## src/rtl/ps2_host_tx.sv

```systemverilog
// rtl/ps2_host_tx.sv - PS/2 host-to-device command byte transmitter
// Request-to-send, device-clocked frame shift, ACK check and inter-edge timeout.
module ps2_host_tx #(
    parameter int INHIBIT_CYCLES = 1200,
    parameter int TIMEOUT_CYCLES = 24000
) (
    input  logic       clk,
    input  logic       rst,
    input  logic [7:0] tx_data,
    input  logic       tx_valid,
    output logic       tx_ready,
    input  logic       ps2_clk_in,
    input  logic       ps2_data_in,
    output logic       ps2_clk_oe,
    output logic       ps2_data_oe,
    output logic       busy,
    output logic       done,
    output logic       ack_err,
    output logic       timeout
);

    localparam int CNT_MAX = (INHIBIT_CYCLES > TIMEOUT_CYCLES) ? INHIBIT_CYCLES : TIMEOUT_CYCLES;
    localparam int CW      = $clog2(CNT_MAX + 1);

    typedef enum logic [2:0] {
        IDLE,
        INHIBIT,
        REQ,
        SEND,
        ACK,
        WAIT_IDLE
    } state_t;

    state_t        state;
    logic [1:0]    clk_sync;
    logic [1:0]    data_sync;
    logic          clk_last;
    logic [9:0]    frame;
    logic [3:0]    idx;
    logic [CW-1:0] cnt;
    logic          ack_flag;
    logic          fe;
    logic          lines_idle;

    assign fe         = clk_last & ~clk_sync[1];
    assign lines_idle = clk_sync[1] & data_sync[1];

    // Pin synchronizers idle high, matching a released open-drain bus.
    always_ff @(posedge clk) begin
        if (rst) begin
            clk_sync  <= 2'b11;
            data_sync <= 2'b11;
            clk_last  <= 1'b1;
        end else begin
            clk_sync  <= {clk_sync[0], ps2_clk_in};
            data_sync <= {data_sync[0], ps2_data_in};
            clk_last  <= clk_sync[1];
        end
    end

    always_ff @(posedge clk) begin
        done    <= 1'b0;
        timeout <= 1'b0;
        ack_err <= 1'b0;
        if (rst) begin
            state       <= IDLE;
            frame       <= '0;
            idx         <= '0;
            cnt         <= '0;
            ack_flag    <= 1'b0;
            ps2_clk_oe  <= 1'b0;
            ps2_data_oe <= 1'b0;
            tx_ready    <= 1'b1;
            busy        <= 1'b0;
        end else begin
            case (state)
                IDLE: begin
                    if (tx_valid) begin
                        frame      <= {1'b1, ~^tx_data, tx_data};
                        cnt        <= '0;
                        ps2_clk_oe <= 1'b1;
                        tx_ready   <= 1'b0;
                        busy       <= 1'b1;
                        state      <= INHIBIT;
                    end
                end
                INHIBIT: begin
                    cnt <= cnt + 1'b1;
                    if (cnt == CW'(INHIBIT_CYCLES - 1)) begin
                        ps2_data_oe <= 1'b1;
                        state       <= REQ;
                    end
                end
                REQ: begin
                    ps2_clk_oe <= 1'b0;
                    idx        <= '0;
                    cnt        <= '0;
                    state      <= SEND;
                end
                default: begin
                    // Completion wins over a coincident timeout expiry.
                    if (state == WAIT_IDLE && lines_idle) begin
                        done     <= 1'b1;
                        ack_err  <= ack_flag;
                        tx_ready <= 1'b1;
                        busy     <= 1'b0;
                        state    <= IDLE;
                    end else if (fe) begin
                        cnt <= '0;
                        if (state == SEND) begin
                            ps2_data_oe <= ~frame[idx];
                            idx         <= idx + 1'b1;
                            if (idx == 4'd9) begin
                                state <= ACK;
                            end
                        end else if (state == ACK) begin
                            ack_flag <= data_sync[1];
                            state    <= WAIT_IDLE;
                        end
                    end else if (cnt == CW'(TIMEOUT_CYCLES - 1)) begin
                        ps2_clk_oe  <= 1'b0;
                        ps2_data_oe <= 1'b0;
                        timeout     <= 1'b1;
                        tx_ready    <= 1'b1;
                        busy        <= 1'b0;
                        state       <= IDLE;
                    end else begin
                        cnt <= cnt + 1'b1;
                    end
                end
            endcase
        end
    end

endmodule

```

## config.mk

```make
export PLATFORM = sky130hd
export DESIGN_NAME = ps2_host_tx
export DESIGN_NICKNAME = d
export VERILOG_FILES = /design/src/rtl/ps2_host_tx.sv
export SDC_FILE = /design/constraint.sdc
export NUM_CORES = 1
export LEC_CHECK = 0
export CORE_UTILIZATION = 30
export DETAILED_ROUTE_END_ITERATION = 8
export GPL_ROUTABILITY_DRIVEN = 0
export GPL_TIMING_DRIVEN = 0
export MAX_ROUTING_LAYER = met4
export PLACE_DENSITY_LB_ADDON = 0.1
export SLEW_MARGIN = 20
export SYNTH_ARGS = -nofsm -noshare
export SYNTH_HDL_FRONTEND = slang
export SYNTH_SLANG_ARGS = --single-unit
```

## constraint.sdc

```tcl
create_clock -name clk -period 3.5 [get_ports clk]
set_input_delay 0.875 -clock clk [delete_from_list [all_inputs] [get_ports clk]]
set_output_delay 0.875 -clock clk [all_outputs]
set_load 0.05 [all_outputs]
```

After elaboration in Yosys (flattened, before gate mapping)

Cells that the tools add are included.

Bits in registers: 45
Logic and storage cells: 112
Input port bits: 13

Reductions and logical operators: 24
Mux-type cells: 39
Add/sub/neg operators: 2
$lt $le $gt $ge: 1
Equal/unequal tests: 20
Bitwise logic cells: 11

Operator list:

| kind                  | number |
|---|---|
| $mux 15               | 4 |
| $pmux 15 s3           | 1 |
| $mux 3                | 8 |
| $reduce_and 5->1      | 4 |
| $mux 1                | 16 |
| $add 15x1->15 const B | 1 |
| $eq 15x11->1 const B  | 1 |
| $eq 15x15->1 const B  | 1 |
| $mux 4                | 3 |
| $ne 3x1->1 const B    | 4 |
| $not 1->1             | 9 |
| $pmux 3 s3            | 1 |
| $reduce_bool 3->1     | 3 |
| $pmux 4 s2            | 1 |
| $reduce_and 4->1      | 2 |
| $reduce_xnor 8->1     | 1 |
| $ne 7x1->1 const B    | 1 |
| $ne 7x3->1 const B    | 1 |
| $eq 3x2->1 const B    | 2 |
| $eq 3x3->1 const B    | 2 |
| $pmux 1 s2            | 3 |
| $reduce_bool 6->1     | 1 |
| $reduce_or 2->1       | 3 |
| $reduce_or 6->1       | 1 |
| 19 further kinds      | 23 |

Depth between registers and ports, before layout

Word-level depth: 7
Depth in mapped cells: 9
Depth with buffers taken out: 7

Worst setup path before layout

No wires, ideal clock.

Kind: input-to-reg
Start: input port tx_valid
End: register cnt[6]
Stages: 6
Arrival: 1,926 ps
Path buffers: 1
Slack: 1,441 ps
Required time: 3,367 ps
Cells stage by stage: or3_1 a21oi_4 a21o_1 buf_6 or3_1 a21oi_1

Word-level cells in the longest chain between the ends: 2

Ends and longest elaborated chain:

| item                              | RTL line | source |
|---|---|---|
| start: declaration                | 10       | `input logic tx_valid,` |
| $ne 2x2->1 (no source line)       | -        |  |
| $reduce_and 3->1 (no source line) | -        |  |
| end signal: assignment            | 88       | `cnt <= cnt + 1'b1;` |
| end signal: assignment            | 128      | `cnt <= cnt + 1'b1;` |
| end: declaration                  | 40       | `logic [CW-1:0] cnt;` |

Every way passes these cells.
A chain may end at the register's enable or synchronous reset.

Worst setup path in the final report

Start: input port tx_valid
End: register cnt[5]

The elaborated chain is that of the path after synthesis.

==> results.tsv <==
metric	value	unit
status	completed	
clock_latency	0.30	ns
power_density	371	nW/um2
area_growth	18.0	%
grt_pass1_wl	8800	um
post-cts-setup-buffers	0	
holdBufCountCts	0	
p_leak	0.000849	uW
cp_top_family	buffers and inverters	
syn_nets	279	
cp_max_fo	10	
diodes	0	
clk_pin_slew_worst_paths	0.08	ns
worst_slew_pin_slew	0.575	ns
setup_tns	0	ns
grt_start_max_net_pins	14	
cts_tree	yes	
yosys.area.top_type	dfxtp_1	
synth.area.top_cells	dfxtp_1, a21oi_1, xnor2_1	
synth_area	2250	um2
finalClockSkew	0.0129	ns
antenna_left	0	
worstPathArrival	2.68	ns
synth.most_common_cell	dfxtp_1	
antenna_found_initial	0	
synth_top_area_share	0.401	
drv_slew	0	
ys_top_cells_by_count	dfxtp_1, nand2_1, a21oi_1	
synth_edf_count	0	
cp_slowest_cell	clkdlybuf4s50_1	
die_w	88.6	um
cts_buffer_depth	2	
hp-class	flip-flop to flip-flop	
first_global_vias	1741	
p_total	984	uW
path_buf_inv	2	
htreeDepth	2	
start_kind	input port	
drive_above_1_share	0.0934	
cts_resized	0	
routed_wirelength	5260	um
cts.sinks	45	
setup_viol	0	
min_period	2.51	ns
vdd_drop_max	0.175	mV
ctsRootBufferMaster	clkbuf_8	
syn_inst	263	
die-area	7840	um2
route.detailed.drc	0	
vias	1914	
grt_overflow	0	
slew_headroom	0.615	
ys_types	46	
dp_hpwl	3870	um
hold_viol	0	
maxCapViolCount	0	
critPathMaxStageDelay	0.48	ns
setup.worst_path.class	input port to flip-flop	
dieHeight	88.6	um
async_flop_share	0	
required	3.67	ns
rows	31	
fmax	398	MHz
vias_per_cell	4.93	
start_util	0.310	
drtIter0Drc	142	
first_pass_iters	4	
cp-end-kind	flip-flop	
io_pins	20	
port_buffers	19	
yosys_warnings	0	
path_common_cell	or3_1	
coreArea	7250	um2
syn_area_per_cell	8.55	um2
grt_usage	0.151	
cts_buffers	5	
synth-main-ff-cell	dfxtp_1	
avgRoutedWirePerCell	13.6	um
synth-seq-area-share	0.401	
synth_seq_cells	45	
period_share	0.717	
cp_cell_sequence	clkdlybuf4s50_1 > or3_1 > a21oi_4 > a21o_1 > buf_6 > or3_1 > a21oi_1	
rsz0062_at_grt	false	
nNetsFinal	305	
[per-layer routing]
metal / track usage / up-vias / routed length (um)
met5: - / - / 0
met4: 0.0396 / 0 / 65
met3: 0.0299 / 8 / 161
met2: 0.221 / 39 / 2290
met1: 0.211 / 870 / 2740
li1: - / 997 / -
[logic make-up (layout without fill, tap and decap cells)]
logic type / after synthesis / count (layout) / share of synthesized area
adders and majority gates: 3 / 3 / 0.0167
buffers and inverters: 20 / 46 / 0.0479
muxes: 5 / 5 / 0.0339
xor gates and xnor gates: 14 / 14 / 0.0545
AOI/OAI and AO/OA: 59 / 59 / 0.169
and+or+nand+nor: 117 / 117 / 0.278
DFF: 45 / 45 / 0.401
[sequential cells by signal, summed over array words and instances (netlist names), 2 cells and up]
| signal | cells |
|---|---|
| cnt | 15 |
| frame | 10 |
| idx | 4 |
| state | 3 |
| clk_sync | 2 |
| data_sync | 2 |
[worst reg2reg max path, cell delays in order (launching register included)]
cell	delay [ns]
dfxtp_1	0.35
ha_1	0.24
and4_4	0.20
buf_6	0.12
and4_4	0.14
buf_6	0.13
a21o_1	0.23
buf_6	0.17
or3_1	0.34
a21oi_1	0.14
[final timing paths]
kind                                           endpoint  slack (ns)  cells after the start               startpoint
worst max register to register      cnt[5]$_SDFFE_PP0P_        1.38                      9      cnt[0]$_SDFFE_PP0P_
worst min register to register  data_sync[1]$_SDFF_PP1_        0.41                      1  data_sync[0]$_SDFF_PP1_
worst min-delay path            data_sync[1]$_SDFF_PP1_        0.41                      1  data_sync[0]$_SDFF_PP1_
worst max-delay path                cnt[5]$_SDFFE_PP0P_        0.99                      7                 tx_valid
[final cells by class]
cell class,instances,area [um2]
fill,770,4600
multi-input combinational,198,1240
sequential,45,901
clock inverter,1,7.51
buffer,15,88.8
tap,99,124
clock buffer,6,82.6
timing repair buffer,19,190
inverter,5,18.8
[report_power, final]
group	internal, uW	switching [uW]	total [uW]
Sequential	527	7.99	535
Combinational	51.9	65.9	118
Clock	156	175	331
[per-stage QoR]
stage,util,setup slack [ns],std cells,area [um2],hold slack (ns)
floorplan,-,1.44,263,2250,0.389
global placement,0.353,0.686,381,2560,0.395
detailed placement,0.353,0.673,381,2560,0.396
CTS,0.366,0.983,388,2650,0.417
global route,0.366,0.870,388,2650,0.431
finish,0.366,0.990,388,2650,0.413
[layout by cell type (no fill, tap or decap), types with 2 or more instances in the layout]
master / n
o21ai_1: 2
o21a_1: 2
clkdlybuf4s50_1: 19
a22oi_1: 3
nor2_1: 23
and4_1: 3
or2_2: 5
or4_1: 6
buf_2: 2
nand3b_1: 2
buf_6: 4
clkbuf_1: 9
dfxtp_1: 45
mux4_2: 2
clkbuf_8: 6
o21ai_0: 6
mux2i_1: 2
xnor2_1: 14
a211oi_1: 2
ha_1: 3
nor4b_2: 2
o31ai_1: 4
a21o_1: 6
nand2b_1: 3
nor3_1: 7
nand3_1: 8
nand4_1: 7
a21oi_1: 26
and3_1: 2
nand2_1: 32
and2_1: 3
inv_1: 5
or3_1: 7
and4_4: 2
Power figures use the tool's default switching activity.
